`config.mk`:
```
export PLATFORM = sky130hd
export DESIGN_NAME = scc_run_ctrl
export DESIGN_NICKNAME = d
export VERILOG_FILES = /design/src/rtl/scc_run_ctrl.sv
export SDC_FILE = /design/constraint.sdc
export NUM_CORES = 1
export LEC_CHECK = 0
export ABC_AREA = 1
export CAP_MARGIN = 5
export CORE_AREA = 2 2 90 92
export DETAILED_ROUTE_END_ITERATION = 8
export DIE_AREA = 0 0 92 94
export PLACE_DENSITY = 0.59
export REMOVE_ABC_BUFFERS = 1
export SLEW_MARGIN = 20
export SYNTH_ARGS = -nofsm -noshare
export SYNTH_HDL_FRONTEND = slang
export SYNTH_SLANG_ARGS = --single-unit
```
`constraint.sdc`:
```
create_clock -name clk -period 5.13 [get_ports clk]
set_input_delay 0.513 -clock clk [delete_from_list [all_inputs] [get_ports clk]]
set_output_delay 0.513 -clock clk [all_outputs]
set_load 0.05 [all_outputs]
```
`src/rtl/scc_run_ctrl.sv`:
```
// Run controller for scc_f25_top cores: reset hold, enabled-cycle counting, stop on error/halt/budget.
// Optional single-step gating is compiled in with `define SCC_RUN_STEP_EN (adds step_mode/step ports).
module scc_run_ctrl #(
  parameter int NUM_CORES  = 1,
  parameter int ERR_W      = 2,
  parameter int RST_CYCLES = 3,
  parameter int CNT_W      = 32,
  parameter int MAX_CYCLES = 100
) (
  input  logic                       clk,
  input  logic                       rst,
  input  logic                       start,
  input  logic                       clear,
`ifdef SCC_RUN_STEP_EN
  input  logic                       step_mode,
  input  logic                       step,
`endif
  input  logic [NUM_CORES-1:0]       halt_f,
  input  logic [NUM_CORES*ERR_W-1:0] err_bits,
  output logic                       core_rst,
  output logic                       core_clk_en,
  output logic                       busy,
  output logic                       done,
  output logic [1:0]                 status,
  output logic [2:0]                 err_core,
  output logic [NUM_CORES-1:0]       halted_mask,
  output logic [CNT_W-1:0]           cycle_count
);
  localparam int RC_W = (RST_CYCLES > 1) ? $clog2(RST_CYCLES) : 1;
  localparam logic [RC_W-1:0]  RC_LAST = RC_W'(RST_CYCLES - 1);
  localparam logic [CNT_W:0]   MAX_C   = (CNT_W+1)'(MAX_CYCLES);

  typedef enum logic [1:0] {S_IDLE, S_RESET, S_RUN, S_DONE} state_t;
  state_t state;
  logic [RC_W-1:0] rst_cnt;

  logic [NUM_CORES-1:0] core_err;
  logic                 err_any, all_halt, timeout, en_nxt;
  logic [2:0]           err_idx;
  logic [NUM_CORES-1:0] hm_nxt;
  logic [CNT_W:0]       cnt_p1;
  logic [CNT_W-1:0]     cnt_nxt;

  for (genvar i = 0; i < NUM_CORES; i++) begin : g_err
    assign core_err[i] = |err_bits[i*ERR_W +: ERR_W];
  end

  // Scan from the top so the lowest-numbered erroring core wins.
  always_comb begin
    err_idx = '0;
    for (int i = NUM_CORES - 1; i >= 0; i--)
      if (core_err[i]) err_idx = 3'(i);
  end

  assign err_any  = |core_err;
  assign hm_nxt   = halted_mask | halt_f;
  assign all_halt = &hm_nxt;
  assign cnt_p1   = {1'b0, cycle_count} + (CNT_W+1)'(1);
  assign cnt_nxt  = cnt_p1[CNT_W] ? cycle_count : cnt_p1[CNT_W-1:0];
  assign timeout  = (MAX_CYCLES != 0) && (cnt_p1 == MAX_C);

`ifdef SCC_RUN_STEP_EN
  assign en_nxt = step_mode ? step : 1'b1;
`else
  assign en_nxt = 1'b1;
`endif

  // core_clk_en doubles as "this edge is an enabled edge" while in RUN.
  always_ff @(posedge clk or negedge rst) begin
    if (!rst) begin
      state       <= S_IDLE;
      rst_cnt     <= '0;
      core_rst    <= 1'b1;
      core_clk_en <= 1'b0;
      busy        <= 1'b0;
      done        <= 1'b0;
      status      <= 2'b00;
      err_core    <= 3'd0;
      halted_mask <= '0;
      cycle_count <= '0;
    end else begin
      case (state)
        S_IDLE: begin
          core_rst    <= 1'b1;
          core_clk_en <= 1'b0;
          if (start) begin
            state       <= S_RESET;
            busy        <= 1'b1;
            rst_cnt     <= '0;
            status      <= 2'b00;
            err_core    <= 3'd0;
            halted_mask <= '0;
            cycle_count <= '0;
          end
        end
        S_RESET: begin
          if (rst_cnt == RC_LAST) begin
            state       <= S_RUN;
            core_rst    <= 1'b0;
            core_clk_en <= en_nxt;
          end else begin
            rst_cnt <= rst_cnt + RC_W'(1);
          end
        end
        S_RUN: begin
          core_clk_en <= en_nxt;
          if (core_clk_en) begin
            halted_mask <= hm_nxt;
            cycle_count <= cnt_nxt;
            if (err_any || all_halt || timeout) begin
              state       <= S_DONE;
              busy        <= 1'b0;
              done        <= 1'b1;
              core_clk_en <= 1'b0;
              if (err_any) begin
                status   <= 2'b10;
                err_core <= err_idx;
              end else if (all_halt) begin
                status <= 2'b01;
              end else begin
                status <= 2'b11;
              end
            end
          end
        end
        S_DONE: begin
          core_clk_en <= 1'b0;
          if (clear) begin
            state       <= S_IDLE;
            core_rst    <= 1'b1;
            done        <= 1'b0;
            status      <= 2'b00;
            err_core    <= 3'd0;
            halted_mask <= '0;
            cycle_count <= '0;
          end
        end
        default: state <= S_IDLE;
      endcase
    end
  end
endmodule

```
==> out/metrics.yaml <==
outcome: "completed"
io_buffers: 45
grt_overflow_total: 0
rsz0062_at_grt: "false"
area_growth_pct: 21.2
finalCritPeriodShare_pct: 57.6
synthMuxAreaShare_pct: 0
fin_nets: 498
synth.most_common_cell: "nand2_1"
root_buffer: "clkbuf_8"
crit_path_cell_trace: "inv_1, ha_1, inv_2, or2_2, nand2_2, nor3_4, o21ai_4, inv_2, nand2_4, inv_2, nand2_1, o21ai_1"
fin_setup_tns_ns: 0
drive_above_1_share_pct: 10.5
cts.path.max_buffers: 2
routabilityCongestion: 0.882
final_util_pct: 47.7
maxCapViolCount: 0
synth_common_cells: "149 x nand2_1, 51 x inv_1, 51 x nor2_1"
seq_area_frac_synth_pct: 36.0
skew_ns: 0.00817
fmaxAchievable_mhz: 338
place_area_um2: 3530
synth_top_area_share_pct: 35.1
cts_hold_buf: 0
synthSimpleGateAreaFrac_pct: 40.7
antenna_found_initial: 0
grt_max_degree: 44
ant_nets: 0
ir_drop_uv: 354
drt-initial-drc-count: 161
initial_core_util_pct: 39.4
drv_slew: 0
arrival_ns: 3.18
ys_types: 37
syn-cell-area_um2: 2990
cts_sinks: 43
required_ns: 5.36
cp-end-kind: "flip-flop"
synthAdderAreaFrac_pct: 2.93
crit_slowest_cell: "dfrtp_1"
setup_viol: 0
ys.flop_type: "dfrtp_1"
n_fill_cell: 793
vias: 2862
hold_viol: 0
finalWirelength_um: 7840
rows: 32
antenna_cells: 0
yosys.area.top_type: "dfrtp_1"
insertion_delay_ns: 0.30
ff_latch_area_um2: 1080
die_w_um: 92
ys_warn_count: 0
fin_crit_ns: 2.96
avgSynthCellArea_um2: 6.85
htree_levels: 2
die_area_um2: 8650
cp_common_cell: "inv_2"
critPathKind: "flip-flop to flip-flop"
cts_setup_buffers: 0
core_area_um2: 7610
startpoint_type: "flip-flop"
power_density_nw_per_um2: 358
synth_top_family_by_area: "simple AND/OR/NAND/NOR gates"
vias_per_cell: 4.88
ys_seq_elements: 43
grt_pass1_vias: 2743
cts_resized: 0
worst-path-max-fanout: 28
final_cell_area_um2: 3630
drc: 0
slowest_delay_ns: 0.42
max_slew_margin_pct: 62.0
die_h_um: 94
p_leak_nw: 1.55
dr.pass1.iters: 4
synth.area.top_cells: "dfrtp_1 35%, nand2_1 19%, inv_1 6.4%"
dp_hpwl_um: 5900
tightestPinTransition_ns: 0.570
cts_made_buffers: 5
synth-edff-count: 0
cts_tree: "built"
hold_class: "input pin to async pin"
io_pins: 49
synthesis.instances: 437
synth_compound_area_share_pct: 10.2
grt_usage_pct: 19.3
synthArstFlopShare_pct: 100
multiInputGateArea_um2: 1670
routedWlPerCell_um: 13.4
grt_pass1_wl_um: 13300
clk_transition_reported_paths_ns: 0.09
synth_xor_area_share_pct: 1.76
-- cells by family (layout without fill, tap and decap cells) --
kind of cell,count (synthesis),in the layout
flops,43,43
other cells,1,3
xor+xnor,6,6
simple gates,267,267
buf+inv,61,107
fa+ha+maj,7,7
compound gates,52,52
-- flip-flops by register name, summed over array words and instances, names as in the netlist --
signal	cells
busy	1
core_clk_en	1
core_rst	1
cycle_count	32
done	1
halted_mask	1
rst_cnt	2
state	2
status	2
-- placed cells by master (no fill, tap or decap), types with 2 or more instances in the layout --
master / synthesis / layout
dfrtp_1: 42 / 42
nor2_1: 51 / 51
o22ai_1: 9 / 9
ha_1: 7 / 7
nand2_1: 149 / 149
conb_1: 1 / 3
nand3_2: 3 / 3
nor2_2: 8 / 8
inv_2: 3 / 3
nor2_4: 6 / 6
inv_1: 51 / 51
nor3_1: 2 / 2
clkbuf_8: 0 / 7
nand4_1: 4 / 4
clkdlybuf4s50_1: 0 / 44
nand3_1: 23 / 23
o21ai_1: 12 / 12
xor2_1: 5 / 5
a21oi_1: 3 / 3
o21ai_0: 21 / 21
o21ai_2: 3 / 3
nand3b_1: 2 / 2
nand2_2: 9 / 9
nand2_4: 5 / 5
-- per-layer routing --
| metal | routed length (um) | GRT usage, % | share of wire (%) |
|---|---|---|---|
| met5 | 0 | 0 | 0 |
| met4 | 104 | 5.60 | 1.3 |
| met3 | 299 | 2.81 | 3.8 |
| met2 | 3780 | 32.9 | 48 |
| met1 | 3660 | 25.6 | 47 |
-- worst paths after layout --
| kind | slack (ns) | depth (start not counted) | end | startpoint |
|---|---|---|---|---|
| worst min-delay path | 0.21 | 1 | cycle_count[14]$_DFFE_PN0P_ | rst |
| min in group clk | 0.49 | 2 | done$_DFFE_PN0P_ | done$_DFFE_PN0P_ |
| worst max register to register | 2.17 | 12 | cycle_count[29]$_DFFE_PN0P_ | state[0]$_DFFE_PN0P_ |
| max in group asynchronous | 4.54 | 1 | core_rst$_DFFE_PN1P_ | rst |
| worst max-delay path | 2.17 | 12 | cycle_count[29]$_DFFE_PN0P_ | state[0]$_DFFE_PN0P_ |
| worst min register to register | 0.49 | 2 | done$_DFFE_PN0P_ | done$_DFFE_PN0P_ |
-- per-stage QoR --
step	hold slack (ns)	power [mW]	std cells	setup slack [ns]
after floorplan	0.217	0.888	432	2.62
after CTS	0.424	1.31	587	2.17
after global placement	0.463	1.06	579	2.28
final	0.206	1.30	587	2.17
after global routing	0.252	1.39	587	1.89
after detailed placement	0.462	1.06	579	2.19
-- layout make-up --
class	count	share of cell area, %
multi-input cells	335	46.1
flip-flops and latches	43	29.7
repair buffers	45	12.3
inverters	54	5.58
well taps	102	3.52
clock buffers	8	2.76
-- worst max-delay path: cells and delay by family (launching register included) --
| kind | cells | cell delay, ns |
|---|---|---|
| and+or+nand+nor | 5 | 0.87 |
| adders and majority gates | 1 | 0.31 |
| buffers and inverters | 4 | 1.04 |
| AOI/OAI and AO/OA | 2 | 0.23 |
| DFF | 1 | 0.42 |
-- report_power, final --
| part | leakage, nW | switching (mW) | internal, mW | total, mW |
|---|---|---|---|---|
| Combinational | 0.915 | 0.442 | 0.188 | 0.630 |
| Sequential | 0.582 | 0.0334 | 0.389 | 0.423 |
| Clock | 0.0515 | 0.124 | 0.123 | 0.248 |
Power figures use the tool's default switching activity.
